## src/rtl/iiitb_coin_acceptor.sv

```systemverilog
// iiitb_coin_acceptor
// Front end for the vending FSM. Three raw, asynchronous coin sensor lines are
// synchronised, debounced and validated; each accepted insertion becomes a single
// one-cycle coin code on 'coin'. Simultaneous activity on more than one sensor is
// discarded with a one-cycle 'reject' pulse. While the vending FSM asserts 'hold',
// one qualified coin is parked and delivered once 'hold' drops.
//
// Coin codes: 001 nickel, 010 dime, 101 quarter, 000 no coin.

module iiitb_coin_acceptor #(
    parameter int DEBOUNCE_CYCLES = 4,
    parameter int RELEASE_CYCLES  = 2,
    parameter int CNT_W           = 3
) (
    input  logic       clock,
    input  logic       reset,
    input  logic       nickel_in,
    input  logic       dime_in,
    input  logic       quarter_in,
    input  logic       hold,
    output logic [2:0] coin,
    output logic       reject,
    output logic       busy,
    output logic [7:0] coin_count
);

    // State encoding
    localparam logic [2:0] ST_IDLE    = 3'd0;
    localparam logic [2:0] ST_QUALIFY = 3'd1;
    localparam logic [2:0] ST_PENDING = 3'd2;
    localparam logic [2:0] ST_EMIT    = 3'd3;
    localparam logic [2:0] ST_RELEASE = 3'd4;

    localparam logic [CNT_W-1:0] CNT_ZERO = {CNT_W{1'b0}};
    localparam logic [CNT_W-1:0] CNT_ONE  = {{(CNT_W-1){1'b0}}, 1'b1};
    localparam logic [CNT_W-1:0] DEB_MAX  = CNT_W'(DEBOUNCE_CYCLES);
    localparam logic [CNT_W-1:0] REL_MAX  = CNT_W'(RELEASE_CYCLES);

    // True when exactly one sensor is active in the vector
    function automatic logic is_one_hot(input logic [2:0] v);
        logic r;
        case (v)
            3'b001:  r = 1'b1;
            3'b010:  r = 1'b1;
            3'b100:  r = 1'b1;
            default: r = 1'b0;
        endcase
        return r;
    endfunction

    // Maps a single-sensor vector {quarter,dime,nickel} to the FSM coin code
    function automatic logic [2:0] coin_code(input logic [2:0] v);
        logic [2:0] r;
        case (v)
            3'b001:  r = 3'b001;
            3'b010:  r = 3'b010;
            3'b100:  r = 3'b101;
            default: r = 3'b000;
        endcase
        return r;
    endfunction

    // Synchroniser stages and pipeline-valid tracking
    logic [2:0]       sync1_r;
    logic [2:0]       sync2_r;
    logic [1:0]       sync_vld_r;
    logic [2:0]       s_s;
    logic             s_valid_s;

    // FSM registers
    logic [2:0]       state_r;
    logic [CNT_W-1:0] cnt_r;
    logic [2:0]       v_r;
    logic [2:0]       coin_r;
    logic             reject_r;
    logic             busy_r;
    logic [7:0]       coin_count_r;

    // Next-state values
    logic [2:0]       state_nxt;
    logic [CNT_W-1:0] cnt_nxt;
    logic [CNT_W-1:0] cnt_inc_s;
    logic [2:0]       v_nxt;
    logic [2:0]       coin_nxt;
    logic             reject_nxt;
    logic [7:0]       count_nxt;
    logic [2:0]       dec_state_s;
    logic             dec_reject_s;

    assign s_s       = sync2_r;
    // sync2 only reflects a real sensor sample two edges after reset is released;
    // before that its zeros are reset artefacts and must not count as a release.
    assign s_valid_s = sync_vld_r[1];
    assign cnt_inc_s = cnt_r + CNT_ONE;

    // Two-flop synchroniser for the raw sensor lines, plus its fill tracker
    always_ff @(posedge clock) begin
        if (reset) begin
            sync1_r    <= 3'b000;
            sync2_r    <= 3'b000;
            sync_vld_r <= 2'b00;
        end else begin
            sync1_r    <= {quarter_in, dime_in, nickel_in};
            sync2_r    <= sync1_r;
            sync_vld_r <= {sync_vld_r[0], 1'b1};
        end
    end

    // Outcome of a completed debounce: the qualified vector always equals s here
    always_comb begin
        dec_state_s  = ST_RELEASE;
        dec_reject_s = 1'b0;
        if (is_one_hot(s_s)) begin
            if (hold) begin
                dec_state_s = ST_PENDING;
            end else begin
                dec_state_s = ST_EMIT;
            end
        end else begin
            dec_state_s  = ST_RELEASE;
            dec_reject_s = 1'b1;
        end
    end

    // Acceptor FSM next-state and next-output logic
    always_comb begin
        state_nxt  = state_r;
        cnt_nxt    = cnt_r;
        v_nxt      = v_r;
        coin_nxt   = 3'b000;
        reject_nxt = 1'b0;
        count_nxt  = coin_count_r;
        case (state_r)
            ST_IDLE: begin
                if (s_s != 3'b000) begin
                    v_nxt = s_s;
                    if (DEB_MAX <= CNT_ONE) begin
                        state_nxt  = dec_state_s;
                        reject_nxt = dec_reject_s;
                        cnt_nxt    = CNT_ZERO;
                    end else begin
                        state_nxt = ST_QUALIFY;
                        cnt_nxt   = CNT_ONE;
                    end
                end else begin
                    cnt_nxt = CNT_ZERO;
                end
            end
            ST_QUALIFY: begin
                if (s_s == 3'b000) begin
                    // Glitch shorter than the debounce window: drop silently
                    state_nxt = ST_IDLE;
                    cnt_nxt   = CNT_ZERO;
                end else if (s_s != v_r) begin
                    // Sensor pattern changed: restart qualification on the new one
                    v_nxt = s_s;
                    if (DEB_MAX <= CNT_ONE) begin
                        state_nxt  = dec_state_s;
                        reject_nxt = dec_reject_s;
                        cnt_nxt    = CNT_ZERO;
                    end else begin
                        cnt_nxt = CNT_ONE;
                    end
                end else if (cnt_inc_s >= DEB_MAX) begin
                    state_nxt  = dec_state_s;
                    reject_nxt = dec_reject_s;
                    cnt_nxt    = CNT_ZERO;
                end else begin
                    cnt_nxt = cnt_inc_s;
                end
            end
            ST_PENDING: begin
                // Sensors are ignored; the parked coin waits for hold to drop
                if (!hold) begin
                    state_nxt = ST_EMIT;
                end else begin
                    state_nxt = ST_PENDING;
                end
            end
            ST_EMIT: begin
                coin_nxt  = coin_code(v_r);
                count_nxt = coin_count_r + 8'd1;
                state_nxt = ST_RELEASE;
                cnt_nxt   = CNT_ZERO;
            end
            ST_RELEASE: begin
                if (!s_valid_s) begin
                    cnt_nxt = cnt_r;
                end else if (s_s == 3'b000) begin
                    if (cnt_inc_s >= REL_MAX) begin
                        state_nxt = ST_IDLE;
                        cnt_nxt   = CNT_ZERO;
                    end else begin
                        cnt_nxt = cnt_inc_s;
                    end
                end else begin
                    // Line still (or again) active: a held coin never re-triggers
                    cnt_nxt = CNT_ZERO;
                end
            end
            default: begin
                state_nxt = ST_RELEASE;
                cnt_nxt   = CNT_ZERO;
            end
        endcase
    end

    // FSM state and registered outputs; reset drops any parked coin
    always_ff @(posedge clock) begin
        if (reset) begin
            state_r      <= ST_RELEASE;
            cnt_r        <= CNT_ZERO;
            v_r          <= 3'b000;
            coin_r       <= 3'b000;
            reject_r     <= 1'b0;
            busy_r       <= 1'b1;
            coin_count_r <= 8'd0;
        end else begin
            state_r      <= state_nxt;
            cnt_r        <= cnt_nxt;
            v_r          <= v_nxt;
            coin_r       <= coin_nxt;
            reject_r     <= reject_nxt;
            busy_r       <= (state_nxt != ST_IDLE);
            coin_count_r <= count_nxt;
        end
    end

    assign coin       = coin_r;
    assign reject     = reject_r;
    assign busy       = busy_r;
    assign coin_count = coin_count_r;

endmodule

```

## config.mk

```make
export PLATFORM = sky130hd
export DESIGN_NAME = iiitb_coin_acceptor
export DESIGN_NICKNAME = d
export VERILOG_FILES = /design/src/rtl/iiitb_coin_acceptor.sv
export SDC_FILE = /design/constraint.sdc
export NUM_CORES = 1
export LEC_CHECK = 0
export BUFFER_PORTS_ARGS = -buffer_cell sky130_fd_sc_hd__buf_4
export CAP_MARGIN = 20
export CELL_PAD_IN_SITES_DETAIL_PLACEMENT = 0
export CELL_PAD_IN_SITES_GLOBAL_PLACEMENT = 1
export CORE_ASPECT_RATIO = 0.6
export CORE_MARGIN = 4
export CORE_UTILIZATION = 42
export DETAILED_ROUTE_END_ITERATION = 10
export PLACE_DENSITY = 0.79
export SYNTH_ARGS = -nofsm -noshare
export SYNTH_HDL_FRONTEND = slang
export SYNTH_SLANG_ARGS = --single-unit
```

## constraint.sdc

```tcl
create_clock -name clock -period 2.1 [get_ports clock]
set_input_delay 0.105 -clock clock [delete_from_list [all_inputs] [get_ports clock]]
set_output_delay 0.105 -clock clock [all_outputs]
set_load 0.05 [all_outputs]
```

==> results of run 1 <==
[per-stage QoR]
stage               instance area, sq um  setup WS (ns)
finish                              1530          0.295
global route                        1530          0.203
CTS                                 1530          0.346
detailed placement                  1450          0.359
global placement                    1450          0.469
floorplan                           1320          0.555
[state kept, by name, summed over array words and instances, names as in the netlist]
name and count:
reject 1, coin_count 8, busy 1, s_s 3, state_r 3, v_r 3
sync_vld_r 2, sync1_r 3, cnt_r 3, coin 3
[cell usage after synthesis, drive strengths merged]
master / count
dfxtp: 30
a32oi: 1
and3b: 3
o31a: 1
xor2: 7
nor3: 5
a21oi: 7
o21bai: 1
or3: 3
nand4b: 1
mux2i: 3
nor4b: 1
clkdlybuf4s50: 1
nor2b: 9
nand3: 3
nand2: 10
nor4: 2
nand2b: 1
inv: 2
xnor2: 5
o21ai: 4
nand4: 4
or3b: 1
nor2: 14
clkbuf: 2
a311oi: 2
buf: 6
and3: 2
ha: 2
o22a: 2
maj3: 1
nand3b: 1
o21a: 1
a211oi: 1
or4: 1
[critical path: cells and delay by family (launching register included)]
kind / cells / cell delay, ns
flip-flops: 1 / 0.34
XOR/XNOR: 1 / 0.19
AO/OA/AOI/OAI: 1 / 0.25
AND/OR/NAND/NOR: 2 / 0.67
adder cells (fa/ha/maj): 1 / 0.22
[final timing paths]
check | to | slack (ns) | cells past startpoint
min reg2reg | sync_vld_r[1] | 0.44 | 1
max reg2reg | busy | 0.30 | 5
max | busy | 0.30 | 5
min | sync1_r[2] | 0.04 | 2
[layout make-up]
cell class	count	area (sq um)	area share (%)
Multi-Input combinational cell	99	644	42.1
Sequential cell	30	601	39.2
Timing Repair Buffer	19	143	9.32
Clock buffer	6	82.6	5.40
Tap cell	42	52.6	3.43
Inverter	2	7.51	0.491
[layer usage]
metal	vias to the layer above	part of all wire [%]	global-route usage (%)
li1	516	-	-
met1	452	51	20.5
met2	32	39	19.4
met3	6	8.8	6.51
met4	0	1.2	5.90
met5	-	0	0
[power breakdown]
part | internal, mW | switching [mW]
Combinational | 0.0245 | 0.0268
Sequential | 0.579 | 0.00786
Clock | 0.252 | 0.184
[logic make-up (layout without fill, tap and decap cells)]
kind of cell	after synthesis	in the layout	synth area share (%)
and+or+nand+nor	61	61	25.5
DFF	30	30	45.6
AOI/OAI and AO/OA	20	20	9.88
xor gates and xnor gates	12	12	8.55
buffers and inverters	11	27	5.51
adders and majority gates	3	3	2.66
muxes	3	3	2.28
==> metrics.txt, run 1 <==
Post-CTS Setup Bufs=0; vias per inst=between 5 and 6; port bufs=18; CP max FO=5; share of the synthesized area in the top cell type=between 40% and 50%; # diodes=0; total wire length=roughly 2.6 mm; synth unique cells=42; post-route minimum period=between 1.5 and 2 ns; Slew Limit Fails=0; Setup TNS=0 ns; cts repair resizes=0; Routed WL per cell=between 10 and 15 um; sequential area share after synthesis=~46%; leading post-synthesis cells by cell area=dfxtp_1, nor2b_1, nor2_1, xor2_1, xnor2_1; worst setup path class=reg -> reg; Lkg Pwr=~0.63 nW; vias in the first global route=approximately 920; total CTS buffers=5; fillers=slightly below 300; fmax=approximately 0.55 GHz; Rel. slew slack=61.5%; core area=slightly below 3000 sq um; io pins=19; Starting Density=45.0%; Layout Cells excl Fill=a little under 200; clock root cell=clkbuf_8; post-synthesis cell area=roughly 1300 sq um; fin util=52.3%; GP Congestion=between 0.9 and 1; slowest CP cell=nor4_1; crit path cell chain=ha_1, xnor2_1, nor4_1, o22a_1, nand4_1; CTS tree=built; hold_sp=quarter_in; area added between synthesis and finish=16.1%; PD cells=702 nW/um^2; pin count of the biggest net entering global routing=27; critical path launch point=cnt_r[0]; Critical Path AT=a little under 2 ns; Post-Syn Nets=roughly 150; Worst-path clk slew=around 0.060 ns; Nets=165; Worst path max stage delay=0.57 ns; Clk Latency, worst-skew pair=0.27 ns; worst-margin pin slew=between 0.5 and 0.6 ns; data required time of the critical path=between 2 and 2.5 ns; Synth Area per Inst=between 9 and 10 sq um; Hold WC Path Type=in -> reg; Hold Vio Cnt, Final=0; Seq cells post-synth=30; Final Skew=~0.0038 ns; gr usage total=14.7%; part of the cycle the worst path needs=85.9%; num rows=15; Hold WS=0.0384 ns; via count=about 1000; status=complete, no violations; Warnings, synthesis=0; DRC=0; post-synthesis cell count=140; total power=about 1.1 mW; DRT Pass-1 Iters=4; most frequent cells in the layout=dfxtp_1, buf_4, nor2_1; htree depth=2; total of max-cap violations=0; placed cells=~190; Yosys top cell by area=dfxtp_1; CP endpoint kind=flip-flop; die footprint=slightly above 4000 sq um; RSZ-0062 raised after global routing=no; hold-fix buffers at CTS=0; initial DRC count=73; final setup vio count=0; clk sinks=30; CTS max path bufs=2; Routed Antenna Nets=0; Die Span X=80.3 um; commonest non-fill, non-tap cell in the layout=dfxtp_1; die height=around 51 um; layout cells sized above 1=about a fifth; Startpoint Class=flip-flop; first-pass GRT wire length=roughly 4.5 mm; reg-to-reg startpoint=cnt_r[0]; gr ovfl total=0; Peak supply drop=between 0.4 and 0.5 mV; antenna violations before repair=0; placed wire-length estimate=~1.9 mm
No activity file was read; power rests on OpenSTA's default activity.
==> inputs of run 2 (changes only) <==
RECOVER_POWER = 25   (was unset)
==> run 2 against run 1 <==
Net effect: utilization is 0.38 points lower; clock skew barely moved; sequential share of layout area up 0.29 points; first-iteration DRC count is the same; design area shrank 0.74%; flip-flop and latch count is the same; worst setup slack lost 0.0016 ns.
==> metrics.txt, run 2 (synthesis gave the netlist of run 1 again) <==
num rows=15 (unchanged); RSZ-0062 raised after global routing=no; grt met3 use=6.51% (unchanged); final worst setup slack=0.294 ns (-0.00161 ns); GP Congestion=0.907 (unchanged); core area=2930 sq um (unchanged); Clk Latency, worst-skew pair=0.27 ns (about the same); DRT Pass-1 Iters=4 (unchanged); met1 capacity usage during global routing=20.5% (unchanged); Hold Vio Cnt, Final=0 (unchanged); Hold WC Path Type=in -> reg; CP endpoint kind=flip-flop; die footprint=4130 sq um (unchanged); pin count of the biggest net entering global routing=27 (unchanged); htree depth=2 (unchanged); Final Skew=0.00384 ns (+0.0000000300 ns); area added between synthesis and finish=15.3%; Lkg Pwr=0.621 nW (-1.7%); final setup vio count=0 (unchanged); CTS tree=built; hold-fix buffers at CTS=0 (unchanged); data required time of the critical path=2.24 ns (about the same); Critical Path AT=1.94 ns (about the same); met2 Use GR=19.4% (unchanged); worst setup path class=reg -> reg; placed cells=192 (unchanged); fmax=0.554 GHz (about the same); port bufs=18 (unchanged); Layout Cells excl Fill=198 (unchanged); worst-margin pin slew=1.09 ns (+0.515 ns); vias per inst=5.08 (about the same); first-pass GRT wire length=4.46 mm (unchanged); Starting Density=45.0% (unchanged); Routed Antenna Nets=0 (unchanged); Setup TNS=0 ns (unchanged); commonest non-fill, non-tap cell in the layout=dfxtp_1; Post-Place Setup Slack=0.359 ns (unchanged); Nets=165 (unchanged); die height=51.4 um (unchanged); Die Span X=80.3 um (unchanged); Peak supply drop=0.407 mV (about the same); CTS max path bufs=2 (unchanged); gr ovfl total=0 (unchanged); most frequent cells in the layout=dfxtp_1, buf_4, nor2_1; fin util=51.9% (-0.38 points); Worst-path clk slew=0.06 ns (about the same); antenna violations before repair=0 (unchanged); Startpoint Class=flip-flop; Post-CTS Setup Bufs=0 (unchanged); layout cells sized above 1=17.3% (-1.9 points); Hold WS=0.0388 ns (+0.000375 ns); Routed WL per cell=13.1 um (+0.19%); initial DRC count=73 (unchanged); part of the cycle the worst path needs=86.0% (about the same); status=complete, no violations; post-route minimum period=1.81 ns (+0.00161 ns); GR peak layer=met1; clock root cell=clkbuf_8; io pins=19 (unchanged); hold path depth=2 (unchanged); CP max FO=5 (unchanged); PD cells=706 nW/um^2 (+0.65%); total wire length=2.60 mm (+0.19%); vias in the first global route=915 (unchanged); fillers=293 (unchanged); DRC=0 (unchanged); Largest register FFs=8 (unchanged); Rel. slew slack=27.5% (-34 points); placed wire-length estimate=1.93 mm (unchanged); # diodes=0 (unchanged); clk sinks=30 (unchanged); Slew Limit Fails=0 (unchanged); total CTS buffers=5 (unchanged); via count=1005 (-0.099%); R2R depth=5 (unchanged); total of max-cap violations=0 (unchanged); gr usage total=14.7% (unchanged); cts repair resizes=0 (unchanged)
[run 2: final timing paths]
check,startpoint,end,slack [ns]
hold / removal,quarter_in,sync1_r[2],0.04
hold reg to reg,sync_vld_r[0],sync_vld_r[1],0.44
setup reg to reg,cnt_r[0],busy,0.29
setup / recovery,cnt_r[0],busy,0.29
[run 2: power breakdown]
| group | switching (mW) | internal (mW) |
|---|---|---|
| Sequential | 0.00785 | 0.579 |
| Combinational | 0.0269 | 0.0235 |
| Clock | 0.184 | 0.252 |
[run 2: layout make-up]
cell class / count / area [sq um] / area share, %
Clock buffer: 6 / 82.6 / 5.44
Timing Repair Buffer: 19 / 131 / 8.65
Inverter: 2 / 7.51 / 0.494
Multi-Input combinational cell: 99 / 644 / 42.4
Sequential cell: 30 / 601 / 39.5
Tap cell: 42 / 52.6 / 3.46
[run 2: routing by layer]
layer | share of wire, % | up-vias
met5 | 0 | -
met4 | 1.2 | 0
met3 | 8.7 | 6
met2 | 39 | 32
met1 | 51 | 451
li1 | - | 516
[run 2: stage by stage]
step | total power [mW] | instance area (sq um)
floorplan | 0.639 | 1320
global placement | 0.649 | 1450
detailed placement | 0.650 | 1450
CTS | 1.09 | 1530
global route | 1.12 | 1520
finish | 1.07 | 1520
[run 2: worst max-delay path, stage by stage, from the launching register on]
cell and delay [ns]:
dfxtp_1 0.34, ha_1 0.22, xnor2_1 0.19, nor4_1 0.57, o22a_1 0.25, nand4_1 0.10
==> inputs of run 3 (changes only) <==
CELL_PAD_IN_SITES_DETAIL_PLACEMENT = unset   (was 0)
CELL_PAD_IN_SITES_GLOBAL_PLACEMENT = unset   (was 1)
CORE_UTILIZATION = 36   (was 42)
PLACE_DENSITY = 0.56   (was 0.79)
==> run 3 against run 2 <==
Net effect: maximum frequency is 3.1% higher; worst hold slack better by 0.00089 ns; clock power is 3% lower; combinational power hardly changed; clock-buffer cell count is 1 higher; largest power group unchanged.
==> metrics.txt, run 3 (synthesis gave the netlist of run 1 again) <==
initial DRC count=80 (+9.6%); Clk Latency, worst-skew pair=0.28 ns (about the same); Hold Vio Cnt, Final=0 (unchanged); vias per inst=4.93 (-3.0%); io pins=19 (unchanged); via count=990 (-1.5%); register share of total power=55.3% (+0.6 points); area added between synthesis and finish=14.5%; final setup vio count=0 (unchanged); gr usage total=12.0% (-2.7 points); part of the cycle the worst path needs=83.4% (-2.6 points); Layout Cells excl Fill=201 (+1.5%); placed wire-length estimate=1.77 mm (-8.0%); num rows=16 (+1); fmax=0.571 GHz (+3.1%); Starting Density=38.9% (-6.1 points); Largest register FFs=8 (unchanged); CP max FO=5 (unchanged); Die Span X=86.1 um (+7.2%); Nets=164 (-0.61%); Setup TNS=0 ns (unchanged); hold-fix buffers at CTS=0 (unchanged); Sw Share=21.9% (+1.5 points); port bufs=18 (unchanged); post-route minimum period=1.75 ns (-0.0542 ns); crit path cell chain=ha_1, xnor2_1, nor4_1, o22a_1, nand4_1; Comb pwr share=4.7% (about the same); slowest CP cell=nor4_1; cts repair resizes=0 (unchanged); Hold WS=0.0397 ns (+0.000893 ns); DRC=0 (unchanged); Post-CTS Setup Bufs=0 (unchanged); Int Power=829 uW (-2.9%); first-pass GRT wire length=4.20 mm (-5.9%); commonest non-fill, non-tap cell in the layout=dfxtp_1; gr ovfl total=0 (unchanged); htree depth=2 (unchanged); core area=3380 sq um (+16%); total wire length=2.51 mm (-3.4%); clock share of power=39.9% (-0.7 points); Slew Limit Fails=0 (unchanged); die footprint=4720 sq um (+14%); total CTS buffers=5 (unchanged); worst-margin pin slew=1.18 ns (+0.0942 ns); Worst-path clk slew=0.06 ns (about the same); Lkg Pwr=0.612 nW (-1.4%); Routed WL per cell=12.5 um (-4.8%); status=complete, no violations; Rel. slew slack=21.2% (-6.3 points); CP endpoint kind=flip-flop; Worst path max stage delay=0.54 ns (-0.03 ns); placed cells=194 (+1.0%); placed inst area=1440 sq um (-0.26%); PD cells=703 nW/um^2 (-0.40%); GP Congestion=0.884 (-2.6%); antenna violations before repair=0 (unchanged); RSZ-0062 raised after global routing=no; Hold WC Path Type=in -> reg; data required time of the critical path=2.24 ns (about the same); pin count of the biggest net entering global routing=27 (unchanged); Crit path buffers/inverters=0 (unchanged); cell family with most CP delay=simple AND/OR/NAND/NOR gates; vias in the first global route=905 (-1.1%); clock root cell=clkbuf_8; die height=54.9 um (+6.8%); Net Switching=232 uW (+6.1%); layout cells sized above 1=16.0% (-1.3 points); clk sinks=30 (unchanged); total of max-cap violations=0 (unchanged); Final Skew=0.00320 ns (-0.000642 ns); CTS tree=built; Critical Path AT=1.89 ns (-0.05 ns); Startpoint Class=flip-flop; Peak supply drop=0.320 mV (-21%); Routed Antenna Nets=0 (unchanged); # diodes=0 (unchanged); design area=1510 sq um (-0.66%); most frequent cells in the layout=dfxtp_1, buf_4, nor2_1; DRT Pass-1 Iters=4 (unchanged); worst setup path class=reg -> reg; CTS max path bufs=2 (unchanged)
## run 3: cell types whose count changed in the layout (fill, tap and decap cells not counted)
cell and change:
buf_4 -1, clkbuf_8 -1, clkbuf_1 +2
## run 3: cell type report
| cell class | count | area, sq um |
|---|---|---|
| clock buffer | 7 | 76.3 |
| fill | 347 | 1870 |
| inverter | 2 | 7.51 |
| multi-input combinational | 99 | 644 |
| sequential | 30 | 601 |
| tap | 45 | 56.3 |
| timing repair buffer | 18 | 124 |
## run 3: path summary, 6_finish.rpt
path | startpoint | depth (start not counted) | slack (ns) | end
worst min-delay path | nickel_in | 2 | 0.04 | sync1_r[0]
worst max register to register | cnt_r[0] | 5 | 0.35 | busy
worst min register to register | sync1_r[2] | 1 | 0.43 | s_s[2]
worst max-delay path | cnt_r[0] | 5 | 0.35 | busy
## run 3: worst reg2reg max path, delay by kind of cell (launching register included)
kind	cells	cell delay, ns
simple gates	2	0.64
flops	1	0.34
compound gates	1	0.23
fa+ha+maj	1	0.22
xor+xnor	1	0.19
## run 3: metrics by stage
stage / setup slack [ns] / power [mW] / util (%)
final: 0.348 / 1.06 / 44.6
after global routing: 0.138 / 1.11 / 44.6
after CTS: 0.386 / 1.08 / 44.9
after detailed placement: 0.395 / 0.650 / 42.7
after global placement: 0.439 / 0.650 / 42.7
after floorplan: 0.555 / 0.639 / -
## run 3: layer usage
metal / up-vias / track usage (%) / wire (um)
met5: - / 0 / 0
met1: 454 / 16.9 / 1400
li1: 514 / - / -
met4: 0 / 5.53 / 26
met3: 5 / 5.26 / 137
met2: 17 / 15.3 / 947
## run 3: power groups by stage
stage	Clock, mW	Sequential [mW]	Combinational (mW)
finish	0.424	0.587	0.0504
detailed placement	0	0.600	0.0509
global placement	0	0.599	0.0512
floorplan	0	0.596	0.0430
global route	0.462	0.589	0.0563
CTS	0.440	0.587	0.0514
